`config.mk`:
```
export PLATFORM = sky130hd
export DESIGN_NAME = fifo_dut
export DESIGN_NICKNAME = d
export VERILOG_FILES = /design/src/rtl/fifo_pkg.sv /design/src/rtl/fifo_mem.sv /design/src/rtl/fifo_dut.sv
export SDC_FILE = /design/constraint.sdc
export NUM_CORES = 1
export LEC_CHECK = 0
export CORE_MARGIN = 5
export CORE_UTILIZATION = 54
export CTS_CLUSTER_SIZE = 25
export DETAILED_ROUTE_END_ITERATION = 7
export PLACE_DENSITY = 0.84
export REMOVE_ABC_BUFFERS = 1
export SLEW_MARGIN = 10
export SYNTH_ARGS = -nofsm -noshare
export SYNTH_HDL_FRONTEND = slang
export SYNTH_SLANG_ARGS = --single-unit
```
`constraint.sdc`:
```
create_clock -name clk -period 2.68 [get_ports clk]
set_input_delay 0.268 -clock clk [delete_from_list [all_inputs] [get_ports clk]]
set_output_delay 0.268 -clock clk [all_outputs]
set_load 0.01 [all_outputs]
```
`src/rtl/fifo_pkg.sv`:
```
// Shared defaults and sizing helpers for the single-clock FIFO.
package fifo_pkg;

   localparam int DEFAULT_DATA_WIDTH = 8;
   localparam int DEFAULT_DEPTH      = 16;

   // Pointer width for a power-of-two depth; the occupancy counter needs one more bit.
   function automatic int ptr_width(input int depth);
      return $clog2(depth);
   endfunction

endpackage

```
`src/rtl/fifo_mem.sv`:
```
// Simple dual-port register array: synchronous write, registered read data.
module fifo_mem
   import fifo_pkg::*;
#(
   parameter int DATA_WIDTH = DEFAULT_DATA_WIDTH,
   parameter int DEPTH      = DEFAULT_DEPTH,
   localparam int AW        = ptr_width(DEPTH)
) (
   input  logic                  clk,
   input  logic                  rst_i,
   input  logic                  we_i,
   input  logic [AW-1:0]         waddr_i,
   input  logic [DATA_WIDTH-1:0] wdata_i,
   input  logic                  re_i,
   input  logic [AW-1:0]         raddr_i,
   output logic [DATA_WIDTH-1:0] rdata_o
);

   logic [DATA_WIDTH-1:0] mem_q [DEPTH];
   logic [DATA_WIDTH-1:0] rdata_q;

   // NOTE: the array is deliberately left out of reset; stale entries are unreachable
   // once the pointers and count clear, and a resettable array costs a mux per bit.
   always_ff @(posedge clk) begin
      if (we_i) begin
         mem_q[waddr_i] <= wdata_i;
      end
   end

   // NOTE: sequential state uses non-blocking assignments so every register samples
   // the pre-edge values regardless of block evaluation order.
   always_ff @(posedge clk) begin
      if (rst_i) begin
         rdata_q <= '0;
      end else if (re_i) begin
         rdata_q <= mem_q[raddr_i];
      end
   end

   assign rdata_o = rdata_q;

endmodule

```
`src/rtl/fifo_dut.sv`:
```
// Single-clock FIFO: pointer, occupancy and flag control around a fifo_mem array.
module fifo_dut
   import fifo_pkg::*;
#(
   parameter int DATA_WIDTH = DEFAULT_DATA_WIDTH,
   parameter int DEPTH      = DEFAULT_DEPTH
) (
   input  logic                  clk,
   input  logic                  rst_n,
   input  logic                  wen,
   input  logic                  ren,
   input  logic [DATA_WIDTH-1:0] din,
   output logic [DATA_WIDTH-1:0] dout,
   output logic                  full,
   output logic                  empty
);

   localparam int AW = ptr_width(DEPTH);
   localparam int CW = AW + 1;
   localparam logic [CW-1:0] COUNT_FULL = CW'(DEPTH);

   if (DEPTH < 2 || (DEPTH & (DEPTH - 1)) != 0) begin : g_bad_depth
      $error("fifo_dut: DEPTH must be a power of two and at least 2");
   end

   // rst_n keeps its legacy name but is an active-high synchronous reset.
   logic rst;
   assign rst = rst_n;

   logic [AW-1:0] wr_ptr_q, wr_ptr_d;
   logic [AW-1:0] rd_ptr_q, rd_ptr_d;
   logic [CW-1:0] count_q,  count_d;
   logic          do_wr, do_rd;

   assign empty = (count_q == '0);
   assign full  = (count_q == COUNT_FULL);

   // A read frees a slot in the same cycle, so a full FIFO still accepts a paired write.
   assign do_rd = ren && !empty;
   assign do_wr = wen && (!full || do_rd);

   // NOTE: every next-state signal gets a default first so no path leaves it unassigned,
   // which would otherwise infer a latch.
   always_comb begin
      wr_ptr_d = wr_ptr_q;
      rd_ptr_d = rd_ptr_q;
      count_d  = count_q;
      if (do_wr) begin
         wr_ptr_d = wr_ptr_q + AW'(1);
      end
      if (do_rd) begin
         rd_ptr_d = rd_ptr_q + AW'(1);
      end
      unique case ({do_wr, do_rd})
         2'b10:   count_d = count_q + CW'(1);
         2'b01:   count_d = count_q - CW'(1);
         default: count_d = count_q;
      endcase
   end

   always_ff @(posedge clk) begin
      if (rst) begin
         wr_ptr_q <= '0;
         rd_ptr_q <= '0;
         count_q  <= '0;
      end else begin
         wr_ptr_q <= wr_ptr_d;
         rd_ptr_q <= rd_ptr_d;
         count_q  <= count_d;
      end
   end

   fifo_mem #(
      .DATA_WIDTH (DATA_WIDTH),
      .DEPTH      (DEPTH)
   ) u_mem (
      .clk     (clk),
      .rst_i   (rst),
      .we_i    (do_wr),
      .waddr_i (wr_ptr_q),
      .wdata_i (din),
      .re_i    (do_rd),
      .raddr_i (rd_ptr_q),
      .rdata_o (dout)
   );

endmodule

```
==> reports/metrics.csv, run 1 <==
stage,metric,value,unit
yosys,syn_avg_cell_area,16.43,sq um
sta,slew_violations,0,
worst_hold_path,min_from,u_mem.rdata_o[4]$_SDFFE_PP0N_,
power,power_density,914.3,nW/um^2
setup_path,worst-path-buf-inv,1,
yosys,synthTopCellsByArea,"edfxtp_1 (63%), dfxtp_1 (6.9%), mux4_2 (5.9%)",
setup_path,worstSetupPathType,reg2reg,
drt,ant_nets,0,
clock_network,cts_made_buffers,17,
setup_path,cp_num_cells,9,
grt,grt_start_max_net_pins,24,
finish,multi_input_area,1710,sq um
yosys,synth_top_area_frac,0.6305,
finish,fin_area,7102,sq um
finish,nFillCells,738,
grt,grt_overflow_total,0,
finish,drive_gt1_frac,0.1758,
grt,grtUsageTotal,0.1987,
clock_network,clock_path_buffers,2,
place,post-place-ws,90.93,ps
sta,fin_ws,81.89,ps
setup_path,crit_arrival,2900,ps
sta,rsz0062_at_grt,no,
status,status,"finished, final reports clean",
place,dpl.hpwl,7957,microns
yosys,synth_edf_count,128,
sta,worst-slew-pin-transition,789.9,ps
drt,first_pass_iters,5,
power,p_leak,2.288,nW
run,maxCapViolCount,0,
yosys,yosysMostFrequentCell,edfxtp_1,
yosys,ys.flop_type,edfxtp_1,
clock_network,cts_hold_buf,0,
floorplan,coreArea,10940,sq um
grt,grt_pass1_wl,19350,microns
sta,fin_crit,2598,ps
yosys,synthesis.area,6096,sq um
drt,drt_iter0_markers,346,
grt,grt_pass1_vias,3515,
drt,via_per_inst,6.025,
clock_network,cts_tree,yes,
floorplan,start_util,0.5574,
clock_network,clockRootBuffer,clkbuf_16,
floorplan,die_h,116.2,microns
clock_network,clkTransAtPathRegs,60,ps
sta,worst_slew_margin_rel,0.4714,
yosys,ys_types,47,
setup_path,cp-start-kind,flop,
yosys,synth_largest_area_cell,edfxtp_1,
place,postPlaceCellArea,6511,sq um
worst_hold_path,hold_depth,2,
floorplan,die_x,116.2,microns
drt,routedWlPerCell,21.99,microns
yosys,synth-async-reset-ratio,0,
clock_network,clock_sinks,149,
sta,timing.hold.ws,506.0,ps
finish,nNetsFinal,429,
clock_network,worstSkewPairLatency,410,ps
clock_network,h-tree-depth,4,
drt,drc,0,
yosys,synth_cells,371,
sta,period_share,0.9694,
setup_path,max_stage_delay,550,ps
setup_path,startpoint,count_q[1]$_SDFFE_PP0P_,
setup_path,cp_top_family,simple AND/OR/NAND/NOR gates,
setup_path,r2r-start,count_q[1]$_SDFFE_PP0P_,
setup_path,cp_slowest_cell,or4_4,
sta,hold_viol,0,
yosys,seq_area_frac_synth,0.6995,
worst_hold_path,hold_class,reg2reg,
sta,finalClockSkew,7.772,ps
yosys,synth-seq-cells,149,
power,ir_drop,0.0005197,V
floorplan,die-area,13510,sq um
setup_path,critPathCaptureType,flop,
grt,antenna_found_initial,0,
finish,diodes,0,
finish,syn_to_final_growth,16.50,%
place,gp_congestion,0.8173,
floorplan,rows,38,
setup_path,crit_fanout,4,
drt,vias,3380,
setup_path,crit_chain,or4_4 > o21ai_2 > nor2_1 > buf_4 > ha_1 > nand2b_1 > a21oi_2 > mux2_2 > a221oi_1,
floorplan,ios,22,
setup_path,ff2ff_path_depth,9,
sta,fmax,0.3849,GHz
yosys,ys_warn_count,0,
place,port_buffers,21,
drt,wl,12340,microns
finish,ff_latch_area,4265,sq um
yosys,synth_common_cells,"edfxtp_1 (128), mux2i_1 (35), nor2_1 (35), dfxtp_1 (21)",
setup_path,critPathRequiredTime,2990,ps
sta,setup_viol,0,
[power by group]
group / internal (mW) / leakage, nW / total, mW / switching, mW
logic: 0.659 / 0.678 / 1.40 / 0.740
clock network: 1.48 / 0.281 / 2.33 / 0.847
registers: 2.66 / 1.33 / 2.76 / 0.0995
total: 4.81 / 2.29 / 6.49 / 1.69
[worst paths after layout]
kind	slack, ps	endpoint
hold / removal	510	u_mem.rdata_o[4]$_SDFFE_PP0N_
setup reg to reg	80	count_q[4]$_SDFFE_PP0P_
hold reg to reg	510	u_mem.rdata_o[4]$_SDFFE_PP0N_
setup / recovery	80	count_q[4]$_SDFFE_PP0P_
[final cells by class]
type,instances,area share
clock buffer,23,0.06448
clock inverter,9,0.01815
inverter,7,0.003700
multi-input combinational,195,0.2408
sequential,149,0.6006
tap,140,0.02467
timing repair buffer,38,0.04757
[flip-flops by register name, indices dropped and copies added, names as in the netlist]
register / flops
rd_ptr_q: 4
count_q: 5
u_mem.mem_q: 128
u_mem.rdata_o: 8
wr_ptr_q: 4
[stage by stage]
step	TNS, ps	util	power, mW	instances
final	0	0.6494	6.493	561
after detailed placement	0	0.5954	4.182	529
after floorplan	-540.9	-	3.658	351
after global placement	0	0.5954	4.123	529
after CTS	0	0.6491	6.510	561
after global routing	0	0.6494	6.736	561
[logic make-up after synthesis]
kind of cell / share of synthesized area
xor+xnor: 0.008621
flops: 0.6995
mux: 0.1295
fa+ha+maj: 0.01971
buf+inv: 0.02052
compound gates: 0.05337
simple gates: 0.06876
[metal layers]
metal	GRT usage	part of all wire	wire length [microns]
met5	0	0	0
met3	0.04404	0.049	607
met2	0.3303	0.51	6278
met1	0.2506	0.42	5155
met4	0.09049	0.024	297
[cells in the final DEF, fill, tap and decap left out, types with 2 or more instances in the layout]
| cell type | count |
|---|---|
| o22ai_1 | 16 |
| nor3_1 | 12 |
| dfxtp_1 | 20 |
| nor2_1 | 35 |
| clkdlybuf4s50_1 | 21 |
| nand2_1 | 7 |
| and3_1 | 2 |
| clkinvlp_4 | 2 |
| a31oi_1 | 2 |
| clkbuf_16 | 17 |
| xor2_1 | 4 |
| clkbuf_1 | 5 |
| mux2i_1 | 35 |
| a22o_1 | 8 |
| inv_1 | 6 |
| bufinv_16 | 3 |
| nand3_1 | 2 |
| edfxtp_1 | 128 |
| mux2_4 | 3 |
| xnor2_1 | 2 |
| nor2b_1 | 3 |
| a21oi_1 | 2 |
| mux4_2 | 16 |
| or3_1 | 2 |
| buf_4 | 17 |
| ha_1 | 8 |
| nand2b_1 | 7 |
| clkinv_2 | 3 |
| nor4_1 | 9 |
[what timing repair did]
item | 4_1_cts | 5_1_grt
gates resized for setup | 0 | 1
buffers inserted | 0 | 0
endpoints found under the setup margin | 0 | 1
[worst reg2reg max path: cells and delay by family, from the launching register on]
family / cells / cell delay [ps]
AO/OA/AOI/OAI: 3 / 580
adder cells (fa/ha/maj): 1 / 350
buffers and inverters: 1 / 150
flip-flops: 1 / 350
multiplexers: 1 / 350
AND/OR/NAND/NOR: 3 / 720
Note: power is estimated with default switching activity, not from simulation.
==> inputs of run 2 (changes only) <==
--- a/config.mk
+++ b/config.mk
@@ -6,11 +6,11 @@
 export NUM_CORES = 1
 export LEC_CHECK = 0
 export CORE_MARGIN = 5
-export CORE_UTILIZATION = 54
+export CORE_UTILIZATION = 57
 export CTS_CLUSTER_SIZE = 25
 export DETAILED_ROUTE_END_ITERATION = 7
+export DONT_BUFFER_PORTS = 1
 export PLACE_DENSITY = 0.84
-export REMOVE_ABC_BUFFERS = 1
 export SLEW_MARGIN = 10
 export SYNTH_ARGS = -nofsm -noshare
 export SYNTH_HDL_FRONTEND = slang
==> run 2 against run 1 <==
Effect of this change:
- first-iteration DRC count is 5.8% lower
- register-to-register slack improved by 50 ps
- combinational power decreased by 13%
- maximum frequency grew 2.0%
- die area fell by 4.8%
- sequential power about the same
- largest cell class unchanged
==> reports/metrics.csv, run 2 (synthesis results as in run 1) <==
stage,metric,value,unit,change
setup_path,cp-start-kind,flop,,
grt,antenna_found_initial,1,,+1
clock_network,clock_sinks,149,,unchanged
setup_path,crit_arrival,2970,ps,+70 ps
finish,final_common_cell,edfxtp_1,,
setup_path,worst-path-buf-inv,0,,-1
grt,grt_pass1_vias,3566,,+1.5%
grt,grt_pass1_wl,19710,microns,+1.8%
setup_path,crit_fanout,5,,+1
setup_path,max_stage_delay,580,ps,+30 ps
status,status,"finished, final reports clean",,
place,dpl.hpwl,7580,microns,-4.7%
floorplan,start_util,0.5878,,+0.03040
sta,fin_ws,134.1,ps,+52.17 ps
drt,drt_iter0_markers,326,,-5.8%
power,ir_drop,0.0008562,V,+65%
place,post-place-ws,136.8,ps,+45.85 ps
clock_network,cts_tree,yes,,
setup_path,critPathCaptureType,flop,,
drt,ant_nets,0,,unchanged
finish,drive_gt1_frac,0.1922,,+0.01644
clock_network,h-tree-depth,4,,unchanged
power,p_leak,2.286,nW,about the same
sta,rsz0062_at_grt,no,,
floorplan,die_h,113.4,microns,-2.4%
sta,tns,0,ps,unchanged
drt,routedWlPerCell,22.85,microns,+3.9%
worst_hold_path,hold_class,in2reg,,
power,power_density,907.2,nW/um^2,-0.78%
sta,worst_slew_margin_rel,0.2453,,-0.2261
floorplan,ios,22,,unchanged
floorplan,coreArea,10370,sq um,-5.2%
place,port_buffers,0,,-100%
sta,period_share,0.9500,,-0.01947
sta,fin_crit,2546,ps,-52.17 ps
floorplan,die-area,12860,sq um,-4.8%
finish,nNetsFinal,419,,-2.3%
clock_network,cts_setup_buffers,0,,unchanged
drt,drc,0,,unchanged
finish,largest_reg_flops,128,,unchanged
clock_network,cts_made_buffers,17,,unchanged
finish,final_cell_mix,"edfxtp_1 (128), nor2_1 (35), mux2i_1 (35), clkbuf_16 (20), dfxtp_1 (20)",,
grt,grt_overflow_total,0,,unchanged
place,gp_congestion,0.8029,,-1.8%
grt,grtUsageTotal,0.2075,,+0.008824
setup_path,critPathRequiredTime,3100,ps,+110 ps
drt,via_per_inst,6.155,,+2.2%
sta,finalClockSkew,11.26,ps,+3.491 ps
finish,syn_to_final_growth,15.56,%,
setup_path,crit_chain,or4_4 > o21ai_2 > nor2_1 > ha_1 > nand2b_1 > a21oi_4 > mux2_2 > a221oi_1,,
floorplan,die_x,113.4,microns,-2.4%
drt,first_pass_iters,5,,unchanged
setup_path,worstSetupPathType,reg2reg,,
sta,setup_viol,0,,unchanged
drt,vias,3367,,-0.38%
yosys,syn_nets,392,,
setup_path,cp_slowest_cell,or4_4,,
sta,hold_viol,0,,unchanged
sta,slew_violations,0,,unchanged
sta,worst-slew-pin-transition,1123,ps,+333.4 ps
setup_path,cp_top_family,simple AND/OR/NAND/NOR gates,,
clock_network,worstSkewPairLatency,520,ps,+110 ps
grt,grt_start_max_net_pins,24,,unchanged
clock_network,clockRootBuffer,clkbuf_8,,
finish,diodes,0,,unchanged
run,maxCapViolCount,0,,unchanged
floorplan,rows,37,,-2.6%
finish,largest-register,u_mem.mem_q,,
drt,wl,12500,microns,+1.3%
clock_network,clkTransAtPathRegs,70,ps,about the same
sta,fmax,0.3928,GHz,+2.0%
clock_network,clock_path_buffers,2,,unchanged
## run 2: cell types whose count changed in the layout (fill, tap and decap cells not counted), sizes merged
cell           before  now
clkinvlp            2    1
clkdlybuf4s50      21    0
clkinv              4    6
buf                17   18
dlygate4sd3         0   10
inv                 7    8
bufinv              3    1
## run 2: path summary, 6_finish.rpt
path | cells past startpoint | slack [ps] | to | start
worst min register to register | 2 | 530 | count_q[3]$_SDFFE_PP0P_ | count_q[3]$_SDFFE_PP0P_
worst max register to register | 8 | 130 | count_q[4]$_SDFFE_PP0P_ | count_q[0]$_SDFFE_PP0P_
worst max-delay path | 8 | 130 | count_q[4]$_SDFFE_PP0P_ | count_q[0]$_SDFFE_PP0P_
worst min-delay path | 2 | 20 | count_q[4]$_SDFFE_PP0P_ | wen
## run 2: what timing repair did
action	in CTS	in global routing
hold buffers	10	0
endpoints found under the hold margin	148	0
setup endpoints to repair	0	1
gates resized for setup	0	1
## run 2: layout make-up
type | count | area [sq um]
Clock buffer | 23 | 531.8
Clock inverter | 9 | 85.08
Fill cell | 656 | 3326
Inverter | 7 | 26.28
Multi-Input combinational cell | 195 | 1718
Sequential cell | 149 | 4265
Tap cell | 136 | 170.2
Timing Repair Buffer | 28 | 247.7
## run 2: power breakdown
group / total (mW) / leakage [nW] / switching (mW) / internal [mW]
Sequential: 2.79 / 1.33 / 0.130 / 2.66
Clock: 2.38 / 0.305 / 0.898 / 1.48
Combinational: 1.22 / 0.653 / 0.695 / 0.526
Total: 6.39 / 2.29 / 1.72 / 4.67
## run 2: per-layer routing
layer  track usage  vias to the layer above  wire length [microns]  share of wire
li1              -                     1509                      -              -
met1        0.2660                     1720                   5000           0.40
met2        0.3535                      119                   6592           0.53
met3       0.05836                       17                    765          0.061
met4       0.05048                        2                    128          0.010
met5             0                        -                     13         0.0010
## run 2: through the flow
stage                     hold WS, ps  cell area, sq um  std cells  power [mW]  utilization
final                           23.78              7044        547       6.390       0.6793
after global routing            3.029              7044        547       6.644       0.6793
after CTS                       3.653              7037        547       6.394       0.6786
after detailed placement        335.7              6320        505       3.978       0.6094
after global placement          333.6              6320        505       3.920       0.6094
after floorplan                 366.9              6100        371       3.731            -
